[src/rtl/processor_pivot.sv]
// processor_pivot: pivot cell at the head of one row of the GF(2^m)
// Gaussian-elimination systolic array. It classifies each row's leading
// element and drives the op/fac bus of the row's B-type cells. A nonzero
// element arriving while no pivot is stored is inverted by iterated
// squaring, and the upstream stream is stalled while that runs.
module processor_pivot #(
   parameter int             WIDTH = 13,
   parameter logic [WIDTH:0] POLY  = 14'h201B
) (
   input  logic             clk,
   input  logic             rst_n,
   input  logic             in_valid,
   output logic             in_ready,
   input  logic [WIDTH-1:0] data_in,
   input  logic             start_in,
   input  logic             flush_in,
   output logic             valid_out,
   output logic             start_out,
   output logic [1:0]       op_out,
   output logic [WIDTH-1:0] fac_out,
   output logic [WIDTH-1:0] data_out,
   output logic             pivot,
   output logic             busy
);

   localparam int CW = $clog2(WIDTH + 1);

   localparam logic [1:0] OP_PASS   = 2'b00;
   localparam logic [1:0] OP_SWAP   = 2'b01;
   localparam logic [1:0] OP_ELIM   = 2'b10;
   localparam logic [1:0] OP_INVADD = 2'b11;

   typedef enum logic {
      IDLE = 1'b0,
      INV  = 1'b1
   } state_t;

   state_t           state, state_next;
   logic             pivot_set, pivot_next;
   logic             start_hold, start_hold_next;
   logic [WIDTH-1:0] x_reg, x_next;
   logic [WIDTH-1:0] acc_reg, acc_next;
   logic [CW-1:0]    cnt_reg, cnt_next;

   logic             valid_next;
   logic             start_next;
   logic [1:0]       op_next;
   logic [WIDTH-1:0] fac_next;
   logic [WIDTH-1:0] data_next;

   logic [WIDTH-1:0] x_sq;
   logic [WIDTH-1:0] acc_mul;
   logic             pivot_eff;

   // Field multiply with the reduction folded into each shift step, so the
   // result is always below 2^WIDTH.
   function automatic logic [WIDTH-1:0] gf_mul(input logic [WIDTH-1:0] a,
                                               input logic [WIDTH-1:0] b);
      logic [WIDTH:0]   sh;
      logic [WIDTH-1:0] p;
      p  = '0;
      sh = {1'b0, a};
      for (int i = 0; i < WIDTH; i++) begin
         if (b[i]) begin
            p = p ^ sh[WIDTH-1:0];
         end
         sh = sh << 1;
         if (sh[WIDTH]) begin
            sh = sh ^ POLY;
         end
      end
      return p;
   endfunction

   // One inverter step: square x, then fold the new square into acc.
   assign x_sq    = gf_mul(x_reg, x_reg);
   assign acc_mul = gf_mul(acc_reg, x_sq);

   // A start beat wipes any stored pivot before the beat is classified.
   assign pivot_eff = pivot_set & ~start_in;

   assign in_ready = (state == IDLE);
   assign busy     = ~in_ready;
   assign pivot    = pivot_set;

   // Next-state, inverter datapath and next output beat; idle beat by default.
   always_comb begin
      state_next      = state;
      pivot_next      = pivot_set;
      start_hold_next = start_hold;
      x_next          = x_reg;
      acc_next        = acc_reg;
      cnt_next        = cnt_reg;
      valid_next      = 1'b0;
      start_next      = 1'b0;
      op_next         = OP_PASS;
      fac_next        = '0;
      data_next       = '0;

      unique case (state)
         IDLE: begin
            if (in_valid) begin
               valid_next = 1'b1;
               start_next = start_in;
               pivot_next = pivot_eff;
               if (flush_in) begin
                  op_next    = OP_SWAP;
                  data_next  = WIDTH'(pivot_eff);
                  pivot_next = 1'b0;
               end else if (pivot_eff) begin
                  op_next  = OP_ELIM;
                  fac_next = data_in;
               end else if (data_in == '0) begin
                  op_next = OP_PASS;
               end else begin
                  valid_next      = 1'b0;
                  start_next      = 1'b0;
                  start_hold_next = start_in;
                  x_next          = data_in;
                  acc_next        = WIDTH'(1);
                  cnt_next        = CW'(WIDTH - 1);
                  state_next      = INV;
               end
            end
         end
         INV: begin
            x_next   = x_sq;
            acc_next = acc_mul;
            cnt_next = cnt_reg - CW'(1);
            if (cnt_reg == CW'(1)) begin
               state_next      = IDLE;
               valid_next      = 1'b1;
               start_next      = start_hold;
               op_next         = OP_INVADD;
               fac_next        = acc_mul;
               pivot_next      = 1'b1;
               start_hold_next = 1'b0;
            end
         end
         default: begin
            state_next = IDLE;
         end
      endcase
   end

   // State, inverter registers and the registered output beat.
   always_ff @(posedge clk or negedge rst_n) begin
      if (!rst_n) begin
         state      <= IDLE;
         pivot_set  <= 1'b0;
         start_hold <= 1'b0;
         x_reg      <= '0;
         acc_reg    <= '0;
         cnt_reg    <= '0;
         valid_out  <= 1'b0;
         start_out  <= 1'b0;
         op_out     <= OP_PASS;
         fac_out    <= '0;
         data_out   <= '0;
      end else begin
         state      <= state_next;
         pivot_set  <= pivot_next;
         start_hold <= start_hold_next;
         x_reg      <= x_next;
         acc_reg    <= acc_next;
         cnt_reg    <= cnt_next;
         valid_out  <= valid_next;
         start_out  <= start_next;
         op_out     <= op_next;
         fac_out    <= fac_next;
         data_out   <= data_next;
      end
   end

endmodule

[config.mk]
export PLATFORM = sky130hd
export DESIGN_NAME = processor_pivot
export DESIGN_NICKNAME = d
export VERILOG_FILES = /design/src/rtl/processor_pivot.sv
export SDC_FILE = /design/constraint.sdc
export NUM_CORES = 1
export LEC_CHECK = 0
export CAP_MARGIN = 15
export CELL_PAD_IN_SITES_DETAIL_PLACEMENT = 1
export CELL_PAD_IN_SITES_GLOBAL_PLACEMENT = 1
export CORE_ASPECT_RATIO = 1.4
export CORE_MARGIN = 4
export CORE_UTILIZATION = 35
export DETAILED_ROUTE_END_ITERATION = 10
export PLACE_DENSITY_LB_ADDON = 0.3
export SLEW_MARGIN = 20
export SYNTH_ARGS = -nofsm -noshare
export SYNTH_HDL_FRONTEND = slang
export SYNTH_SLANG_ARGS = --single-unit
[constraint.sdc]
create_clock -name clk -period 4.9 [get_ports clk]
set_input_delay 0.98 -clock clk [delete_from_list [all_inputs] [get_ports clk]]
set_output_delay 0.98 -clock clk [all_outputs]
set_load 0.05 [all_outputs]
==> metrics.yaml, run 1 <==
final_common_cell: "xnor2_1"
grt_util_all_layers_pct: 21.5
crit_start: "x_reg[10]"
worstPathMaxFanout: 24
start_util_pct: 35.6
fmax_mhz: 227
worst_pin_slew_ns: 1.01
drive_gt1_share_pct: 9.22
clockBufferDepth: 2
drtIter0Drc: 319
hold_ws_ns: 0.498
regArea_mm2: 0.00128
die-area_mm2: 0.0241
syn2layout_area_growth_pct: 10.0
avgRoutedWirePerCell_um: 21.5
drtPass1Iterations: 5
place_hpwl_um: 20100
regToRegStartpoint: "x_reg[10]"
relSlewSlack_pct: 32.4
vias_per_cell: 5.57
r2r_setup_slack_ns: 0.49
io_buffers: 38
vias: 6828
period_minus_slack_ns: 4.41
chipWidth_um: 132
endpoint_kind: "register"
die_y_um: 182
final_max_slew_viol_count: 0
grt_pass1_vias: 7092
clock_latency_ns: 0.29
cp-endpoint: "fac_out[4]"
synth-async-reset-ratio_pct: 100
synth_warnings: 0
rsz0062_at_grt: "false"
clk_pin_slew_ns: 0.07
post-route-period-util_pct: 90.0
fillCellCount: 2624
grt_max_degree: 52
antenna_cells: 0
cts_buffers: 5
synth-edff-count: 0
rows: 63
synth.cell_area_mm2: 0.00759
critPathArrivalTime_ns: 4.63
grt_overflow: 0
critPathKind: "register to register"
netlist.top_cell.by_area: "xnor2_1"
postSynthCellCount: 956
grt_pass1_wl_um: 41500
yosysSeqAreaShare_pct: 16.8
synth_flop_cell: "dfrtp_1"
min-delay-start: "start_hold"
synth_top_area_share_pct: 21.0
ys_ff_latch: 51
rr_endpoint: "fac_out[4]"
postCtsSetupBuffers: 0
start_kind: "register"
drt_wl_total_um: 26300
place.gp.congestion: 0.875
drc: 0
hold_viol_final: 0
coreArea_mm2: 0.0213
cts.sinks: 51
multi_input_area_mm2: 0.00580
holdBufCountCts: 0
setup-tns-final_ns: 0
dp.cells: 1217
clock-root-buffer: "clkbuf_16"
worst_r2r_path_depth: 12
drv_cap: 0
dpl_cell_area_mm2: 0.00819
io-pin-count: 51
yosysUniqueCellTypes: 77
antenna_found_initial: 0
cts_resized: 0
nNetsFinal: 985
h-tree-depth: 2
hold_class: "register to register"
run_status: "completed"
layout.cells.non_filler: 1225
syn_avg_cell_area_um2: 7.94
final_area_mm2: 0.00835
antenna_left: 0
worstPathRequired_ns: 5.12
mostFrequentLayoutCells: "180 x xnor2_1, 135 x nand2_1, 87 x nor2_1"
cts_tree: "done"
yosys-top-cells-area: "xnor2_1 21%, dfrtp_1 17%, nand2_1 6.7%, xnor3_1 6.2%, xor2_1 4.8%"
setup_viol: 0
finClkSkew_ns: 0.00754
## critical path: stages (launching register included)
cell,delay (ns)
dfrtp_1,0.63
buf_4,0.32
nand2_1,0.09
xnor3_1,0.39
xnor3_1,0.41
xnor3_1,0.98
nand2b_1,0.17
xnor2_1,0.18
xnor2_1,0.22
xnor2_1,0.16
xnor2_1,0.10
xnor2_1,0.46
a22o_1,0.23
## through the flow
stage | util [%] | setup slack, ns
3_3_place_gp | 38.5 | 0.622
5_1_grt | 39.2 | 0.303
2_1_floorplan | - | 1.24
6_report | 39.2 | 0.490
4_1_cts | 39.2 | 0.496
3_5_place_dp | 38.5 | 0.511
## worst min-delay path by stage
| stage | endpoint | cells past startpoint | slack [ns] |
|---|---|---|---|
| floorplan | start_out | 2 | 0.45 |
| global placement | start_out | 2 | 0.49 |
| detailed placement | start_out | 2 | 0.49 |
| CTS | start_out | 2 | 0.50 |
| global route | start_out | 2 | 0.54 |
| finish | start_out | 2 | 0.50 |
## cell type report
class	instances	area share, %
Multi-Input combinational cell	805	69.5
Clock buffer	6	1.66
Tap cell	260	3.90
Timing Repair Buffer	86	8.81
Inverter	15	0.674
Clock inverter	2	0.195
Sequential cell	51	15.3
## synthesized netlist by cell type (4+ instances only)
| cell type | n |
|---|---|
| xnor2_1 | 182 |
| o221ai_1 | 5 |
| dfrtp_1 | 51 |
| clkbuf_1 | 40 |
| inv_1 | 14 |
| a21oi_1 | 33 |
| o21ai_0 | 40 |
| xor2_2 | 4 |
| buf_1 | 5 |
| buf_6 | 4 |
| a21o_1 | 5 |
| o22ai_1 | 13 |
| a211oi_1 | 4 |
| a22o_1 | 21 |
| nor2b_1 | 17 |
| nor3_1 | 13 |
| nor4_1 | 4 |
| a31oi_1 | 4 |
| nand3_1 | 14 |
| o211ai_1 | 10 |
| buf_4 | 27 |
| buf_2 | 20 |
| a22oi_1 | 8 |
| xor2_1 | 42 |
| mux2i_1 | 21 |
| mux2_2 | 5 |
| and3_1 | 8 |
| nand2b_1 | 17 |
| nand2_1 | 135 |
| and2_1 | 11 |
| xnor3_1 | 21 |
| nor2_1 | 87 |
## layer usage
layer	up-vias	wire (µm)	GRT usage, %
li1	3195	-	-
met1	3459	10600	25.6
met2	136	14400	41.3
met3	38	587	1.54
met4	0	714	5.99
met5	-	0	0
## cell families (layout without fill, tap and decap cells)
group           count (synthesis)  after routing  synth area share, %
buf+inv                       111            109                 7.55
xor+xnor                      258            258                 35.5
simple gates                  321            321                 19.0
other cells                     1             12               0.0494
compound gates                185            185                 17.0
flops                          51             51                 16.8
mux                            26             26                 3.51
fa+ha+maj                       3              3                0.495
Power of run 1 is left out: the tool's default activity adds up to more than one toggle a clock period on the data nets, which glitch-free logic cannot reach.
==> run 2, diff against run 1 <==
CAP_MARGIN = unset   (was 15)
SLEW_MARGIN = unset   (was 20)
==> results of run 2 <==
The final DEF is identical to that of run 1; final timing and power are the same.
Power of run 2 is left out for the same reason.
==> run 3, diff against run 2 <==
SLEW_MARGIN = 20   (was unset)
==> results of run 3 <==
The final DEF is identical to that of run 1; final timing and power are the same.
Power of run 3 is left out for the same reason.
